`config.mk`:
```
export PLATFORM = sky130hd
export DESIGN_NAME = sincos2saw_flat
export DESIGN_NICKNAME = d
export VERILOG_FILES = /design/src/rtl/sincos2saw_if.sv /design/src/rtl/sincos2saw.sv /design/src/flat_wrapper.sv
export SDC_FILE = /design/constraint.sdc
export NUM_CORES = 1
export LEC_CHECK = 0
export ABC_CLOCK_PERIOD_IN_PS = 6800
export CAP_MARGIN = 20
export CORE_UTILIZATION = 61
export DETAILED_ROUTE_END_ITERATION = 8
export PLACE_DENSITY = 0.78
export RECOVER_POWER = 50
export SLEW_MARGIN = 20
export SYNTH_ARGS = -nofsm -noshare
export SYNTH_HDL_FRONTEND = slang
export SYNTH_SLANG_ARGS = --single-unit
```
`constraint.sdc`:
```
create_clock -name clk -period 6.8 [get_ports clk]
set_clock_uncertainty 0.15 [all_clocks]
set_input_delay 1.36 -clock clk [delete_from_list [all_inputs] [get_ports clk]]
set_output_delay 1.36 -clock clk [all_outputs]
set_load 0.005 [all_outputs]
```
`src/rtl/sincos2saw_if.sv`:
```
// Handshake bundle for the sine/cosine-to-phase converter.
// The sample channel flows into the block and the result channel flows out of it.
interface sincos2saw_if;
  logic [15:0] sin;
  logic [15:0] cos;
  logic        sample_valid;
  logic        sample_ready;
  logic [15:0] saw;
  logic [16:0] mag;
  logic        result_valid;
  logic        result_ready;

  modport master (output sin, cos, sample_valid, result_ready,
                  input  sample_ready, saw, mag, result_valid);
  modport slave  (input  sin, cos, sample_valid, result_ready,
                  output sample_ready, saw, mag, result_valid);
endinterface

```
`src/rtl/sincos2saw.sv`:
```
// Recovers a 16-bit sawtooth phase and raw magnitude from an offset-binary sine/cosine pair.
// Uses an iterative vectoring CORDIC that performs one micro-rotation per clock.
module sincos2saw #(
  parameter int ITERS = 14
) (
  input logic         clk,
  input logic         rst,
  sincos2saw_if.slave bus
);
  typedef enum logic [1:0] {IDLE = 2'd0, ITER = 2'd1, DONE = 2'd2} state_t;

  localparam logic [4:0] LAST_IDX = 5'(ITERS - 1);

  state_t             state_r;
  logic signed [17:0] x_r;
  logic signed [17:0] y_r;
  logic [15:0]        z_r;
  logic [4:0]         i_r;
  logic               zflag_r;
  logic               ready_r;
  logic               valid_r;
  logic [15:0]        saw_r;
  logic [16:0]        mag_r;

  logic signed [17:0] xa_s;
  logic signed [17:0] ya_s;
  logic signed [17:0] x0_s;
  logic signed [17:0] y0_s;
  logic [15:0]        z0_s;
  logic               zero_s;
  logic signed [17:0] xs_s;
  logic signed [17:0] ys_s;
  logic signed [17:0] xn_s;
  logic signed [17:0] yn_s;
  logic [15:0]        zn_s;

  function automatic logic [15:0] atan_lut(input logic [3:0] idx);
    logic [15:0] v;
    case (idx)
      4'd0:    v = 16'd8192;
      4'd1:    v = 16'd4836;
      4'd2:    v = 16'd2555;
      4'd3:    v = 16'd1297;
      4'd4:    v = 16'd651;
      4'd5:    v = 16'd326;
      4'd6:    v = 16'd163;
      4'd7:    v = 16'd81;
      4'd8:    v = 16'd41;
      4'd9:    v = 16'd20;
      4'd10:   v = 16'd10;
      4'd11:   v = 16'd5;
      4'd12:   v = 16'd3;
      4'd13:   v = 16'd1;
      4'd14:   v = 16'd1;
      4'd15:   v = 16'd0;
      default: v = 16'd0;
    endcase
    return v;
  endfunction

  // Offset-binary to signed conversion and half-plane fold so that x starts non-negative.
  always_comb begin
    xa_s   = {{2{~bus.cos[15]}}, ~bus.cos[15], bus.cos[14:0]};
    ya_s   = {{2{~bus.sin[15]}}, ~bus.sin[15], bus.sin[14:0]};
    zero_s = (xa_s == 18'sd0) && (ya_s == 18'sd0);
    if (xa_s[17]) begin
      // 18 bits so that negating -32768 stays in range
      x0_s = -xa_s;
      y0_s = -ya_s;
      z0_s = 16'h8000;
    end else begin
      x0_s = xa_s;
      y0_s = ya_s;
      z0_s = 16'h0000;
    end
  end

  // One vectoring micro-rotation driving y toward zero; z wraps modulo a full turn.
  always_comb begin
    xs_s = x_r >>> i_r;
    ys_s = y_r >>> i_r;
    if (!y_r[17]) begin
      xn_s = x_r + ys_s;
      yn_s = y_r - xs_s;
      zn_s = z_r + atan_lut(i_r[3:0]);
    end else begin
      xn_s = x_r - ys_s;
      yn_s = y_r + xs_s;
      zn_s = z_r - atan_lut(i_r[3:0]);
    end
  end

  // Control FSM with CORDIC datapath and registered result/handshake outputs.
  always_ff @(posedge clk or posedge rst) begin
    if (rst) begin
      state_r <= IDLE;
      x_r     <= 18'sd0;
      y_r     <= 18'sd0;
      z_r     <= 16'h0000;
      i_r     <= 5'd0;
      zflag_r <= 1'b0;
      ready_r <= 1'b1;
      valid_r <= 1'b0;
      saw_r   <= 16'h0000;
      mag_r   <= 17'd0;
    end else begin
      case (state_r)
        IDLE: begin
          if (bus.sample_valid && ready_r) begin
            x_r     <= x0_s;
            y_r     <= y0_s;
            z_r     <= z0_s;
            zflag_r <= zero_s;
            i_r     <= 5'd0;
            ready_r <= 1'b0;
            state_r <= ITER;
          end
        end
        ITER: begin
          x_r <= xn_s;
          y_r <= yn_s;
          z_r <= zn_s;
          i_r <= i_r + 5'd1;
          if (i_r == LAST_IDX) begin
            state_r <= DONE;
          end
        end
        DONE: begin
          // First DONE cycle publishes the result; afterwards wait for the consumer.
          if (!valid_r) begin
            saw_r   <= zflag_r ? 16'h0000 : z_r;
            mag_r   <= zflag_r ? 17'd0 : x_r[16:0];
            valid_r <= 1'b1;
          end else if (bus.result_ready) begin
            valid_r <= 1'b0;
            ready_r <= 1'b1;
            state_r <= IDLE;
          end
        end
        default: begin
          state_r <= IDLE;
          ready_r <= 1'b1;
          valid_r <= 1'b0;
        end
      endcase
    end
  end

  assign bus.sample_ready = ready_r;
  assign bus.result_valid = valid_r;
  assign bus.saw          = saw_r;
  assign bus.mag          = mag_r;
endmodule
```
`src/flat_wrapper.sv`:
```
// flat-port wrapper written by rule: the top's interface ports become plain ports
module sincos2saw_flat 
#(
  parameter int ITERS = 14
)
  (clk, rst, bus_sin, bus_cos, bus_sample_valid, bus_result_ready, bus_sample_ready, bus_saw, bus_mag, bus_result_valid);
  sincos2saw_if bus_i ();
  input logic clk;
  input logic rst;
  input wire logic [$bits(bus_i.sin)-1:0] bus_sin;
  input wire logic [$bits(bus_i.cos)-1:0] bus_cos;
  input wire logic [$bits(bus_i.sample_valid)-1:0] bus_sample_valid;
  input wire logic [$bits(bus_i.result_ready)-1:0] bus_result_ready;
  output wire logic [$bits(bus_i.sample_ready)-1:0] bus_sample_ready;
  output wire logic [$bits(bus_i.saw)-1:0] bus_saw;
  output wire logic [$bits(bus_i.mag)-1:0] bus_mag;
  output wire logic [$bits(bus_i.result_valid)-1:0] bus_result_valid;
  assign bus_i.sin = bus_sin;
  assign bus_i.cos = bus_cos;
  assign bus_i.sample_valid = bus_sample_valid;
  assign bus_i.result_ready = bus_result_ready;
  assign bus_sample_ready = bus_i.sample_ready;
  assign bus_saw = bus_i.saw;
  assign bus_mag = bus_i.mag;
  assign bus_result_valid = bus_i.result_valid;
  sincos2saw #(.ITERS(ITERS)) u_core (.clk(clk), .rst(rst), .bus(bus_i));
endmodule
```
==> impl_metrics.csv, run 1 <==
group,metric,value,unit
die,top_level_ports,71,
placement,dp_slack,1.048,ns
route,routed_wire_length_per_instance,19.39,um
sta,grt_setup_unrepaired,"no",
finish,n_fill_cell,1458,
clocking,post_cts.resized_instances,0,
yosys,synth_async_sr_flop_share,100.0,%
global_routing,grt_antenna_before_repair,0,
route,via_per_inst,6.541,
yosys,synth_common_cells,"143 x sky130_fd_sc_hd__nand2_1, 125 x sky130_fd_sc_hd__o21ai_0, 107 x sky130_fd_sc_hd__a21oi_1, 107 x sky130_fd_sc_hd__nor2_1, 94 x sky130_fd_sc_hd__dfrtp_1",
clocking,root_buffer,"sky130_fd_sc_hd__clkbuf_16",
global_routing,track_usage,34.99,%
sta,final_critical_path_setup_slack,0.9283,ns
die,floorplan.die.width,133.0,um
finish,drive_gt1_share,8.352,%
finish,post-route-util,69.21,%
global_routing,globalRoute.totalOverflow,0,
critical_path,worst-path-max-fanout,26,
placement,place_hpwl,21.66,mm
clocking,clock_tree.buffer_depth,2,
finish,multi_input_comb_area,7570,sq um
critical_path,max_stage_delay,0.77,ns
sta,post-route-period-util,86.35,%
die,initial_utilization,62.72,%
die,die_y,133.0,um
run_status,violations_in_the_final_reports,"max-capacitance violations, max-slew violations",
critical_path,worst-r2r-setup-slack,0.93,ns
sta,tightestPinTransition,2.960,ns
sta,hold_violations,0,
yosys,post-synth-top-count-cell,"sky130_fd_sc_hd__nand2_1",
critical_path,cp_data_arrival_time,5.99,ns
critical_path,timing_worst_setup_path_type,"reg2reg",
clocking,clock-sinks,95,
global_routing,grt_start_max_net_pins,69,
yosys,synth_nets,1402,
route,detail_route.first_pass.iterations,6,
route,drc,0,
yosys,postSynthCellCount,1302,
finish,n_antenna_cell,0,
clocking,clock_latency,0.37,ns
yosys,synth_top_cell_area_share,22.46,%
yosys,synth.yosys.warnings,0,
yosys,post_synth_main_area_contributors,"sky130_fd_sc_hd__dfrtp_1 22%, sky130_fd_sc_hd__ha_1 7.3%, sky130_fd_sc_hd__mux4_2 6.0%, sky130_fd_sc_hd__o21ai_0 6.0%, sky130_fd_sc_hd__nand2_1 5.1%",
placement,finalWeightedCongestion,0.9779,
die,coreArea,16700,sq um
die,fp.dieArea,17700,sq um
route,first_iter_violations,1093,
critical_path,worstPathRequired,6.92,ns
critical_path,path_cells,"mux4_1 -> mux2_2 -> a221oi_2 -> ha_1 -> o211ai_1 -> o31a_1 -> nor2_1 -> o22ai_1 -> ha_1 -> or4_1 -> o22ai_1 -> o2111ai_1 -> a31oi_1 -> o21ai_0 -> xor2_1 -> a21oi_1 -> o22ai_1",
yosys,synth_seq_area_share,22.71,%
sta,setup-violations-final,0,
route,vias,10130,
sta,maxClockFrequency,170.3,MHz
yosys,synth_edf_count,0,
yosys,netlist_area_before_placement,10480,sq um
placement,dp.cells,1532,
sta,report.final.slew_viol_count,191,
die,fp-row-count,47,
clocking,cts_inserted_buffers,9,
route,route.final.wire_length,30.03,mm
worst_hold_path,min-delay-path-class,"reg2reg",
route,postRouteAntennaNets,0,
finish,layout.cells.non_filler,1549,
critical_path,element_type_at_the_critical_path_start,"flip-flop",
yosys,yosysTopAreaCell,"sky130_fd_sc_hd__dfrtp_1",
yosys,flops_latches_synth,95,
sta,setup_tns,0,ns
run_status,run_status,"complete, but fails checks",
yosys,synth.lib_cells_used.distinct,80,
sta,relSlewSlack,-97.33,%
clocking,cts_max_level,3,
global_routing,grt_pass1_wl,48.70,mm
yosys,synth.avg_cell_area,8.045,sq um
critical_path,crit_path_end_kind,"flip-flop",
clocking,cts.reportedPaths.clkPinSlew,0.09,ns
finish,finalNetCount,1424,
run,maxCapViolCount,3,
critical_path,critPathMostFrequentCell,"sky130_fd_sc_hd__o22ai_1",
clocking,post-cts-setup-buffers,0,
finish,syn2layout_area_growth,10.34,%
global_routing,first_global_vias,9090,
critical_path,cpMaxStageDelayCell,"sky130_fd_sc_hd__dfrtp_2",
clocking,ctsHoldBuffers,0,
sta,finalWorstPathRequiredPeriod,5.872,ns
yosys,dominantRegCellSynth,"sky130_fd_sc_hd__dfrtp_1",
placement,io_buffer_count,70,
finish,ff_latch_area,2382,sq um
clocking,tritoncts,"yes",
-- final timing paths --
check                      cells past startpoint                from            endpoint
setup / recovery                              17       u_core.i_r[0]      u_core.x_r[17]
hold / removal                                 2  u_core.bus.mag[13]  u_core.bus.mag[13]
setup reg to reg                              17       u_core.i_r[0]      u_core.x_r[17]
hold reg to reg                                2  u_core.bus.mag[13]  u_core.bus.mag[13]
max in group asynchronous                      3                 rst      u_core.y_r[17]
min in group asynchronous                      2                 rst   u_core.bus.saw[4]
-- cell families after synthesis --
| logic type | count (synthesis) | share of synthesized area (%) |
|---|---|---|
| AO/OA/AOI/OAI | 407 | 24.08 |
| XOR/XNOR | 80 | 6.689 |
| adder cells (fa/ha/maj) | 64 | 7.860 |
| buffers and inverters | 129 | 5.148 |
| flip-flops | 95 | 22.71 |
| multiplexers | 96 | 13.66 |
| AND/OR/NAND/NOR | 431 | 19.85 |
-- critical path, delay by kind of cell, from the launching register on --
family,cells,cell delay (ns)
muxes,2,1.09
xor gates and xnor gates,1,0.26
adders and majority gates,2,0.52
and+or+nand+nor,2,0.55
AOI/OAI and AO/OA,10,2.41
DFF,1,0.77
-- routing by layer --
layer,global-route usage (%),vias to the layer above,share of wire [%]
met5,0,-,0
met4,10.60,0,2.2
met3,7.241,58,9.6
met2,51.34,485,43
met1,51.38,4766,45
li1,-,4823,-
-- state kept, by name, summed over array words and instances (netlist names) --
name / count
u_core.bus.mag: 17
u_core.bus.result_valid: 1
u_core.bus.sample_ready: 1
u_core.bus.saw: 16
u_core.i_r: 5
u_core.state_r: 2
u_core.x_r: 18
u_core.y_r: 18
u_core.z_r: 16
u_core.zflag_r: 1
-- cell type report --
| class | instances | area share (%) |
|---|---|---|
| clock inverters | 7 | 0.6278 |
| well taps | 220 | 2.381 |
| repair buffers | 92 | 7.372 |
| multi-input cells | 1078 | 65.49 |
| flip-flops and latches | 95 | 20.61 |
| clock buffers | 9 | 1.948 |
| inverters | 48 | 1.570 |
-- placed cells by master (no fill, tap or decap), types with 22 or more instances in the layout --
master | Yosys | final
sky130_fd_sc_hd__inv_1 | 45 | 44
sky130_fd_sc_hd__mux2i_1 | 34 | 34
sky130_fd_sc_hd__nand2_1 | 143 | 143
sky130_fd_sc_hd__dlygate4sd3_1 | 0 | 37
sky130_fd_sc_hd__o21ai_0 | 125 | 125
sky130_fd_sc_hd__mux4_2 | 28 | 28
sky130_fd_sc_hd__nor2_1 | 107 | 107
sky130_fd_sc_hd__clkdlybuf4s50_1 | 0 | 33
sky130_fd_sc_hd__nor3_1 | 31 | 30
sky130_fd_sc_hd__a21oi_1 | 107 | 107
sky130_fd_sc_hd__mux2_2 | 24 | 24
sky130_fd_sc_hd__nand2b_1 | 44 | 44
sky130_fd_sc_hd__nand3_1 | 24 | 24
sky130_fd_sc_hd__ha_1 | 61 | 61
sky130_fd_sc_hd__dfrtp_1 | 94 | 91
sky130_fd_sc_hd__o22ai_1 | 22 | 22
sky130_fd_sc_hd__xnor2_1 | 55 | 55
sky130_fd_sc_hd__xor2_1 | 25 | 25
-- through the flow --
stage / cell area [sq um] / hold WS, ns
after global routing: 11560 / 0.3515
after CTS: 11570 / 0.3358
after global placement: 11270 / 0.3090
final: 11560 / 0.3216
after detailed placement: 11270 / 0.3179
after floorplan: 10480 / 0.3146
Power of run 1 is not shown: default switching activity piles up to over one toggle a cycle in this logic, so the estimate is an artifact.
==> run 2: changes to the inputs <==
Settings changed: CTS_BUF_LIST from default to sky130_fd_sc_hd__clkbuf_8 sky130_fd_sc_hd__clkbuf_16.
==> results of run 2 <==
The final DEF is identical to that of run 1; final timing and power are the same.
Power of run 2 is left out for the same reason.
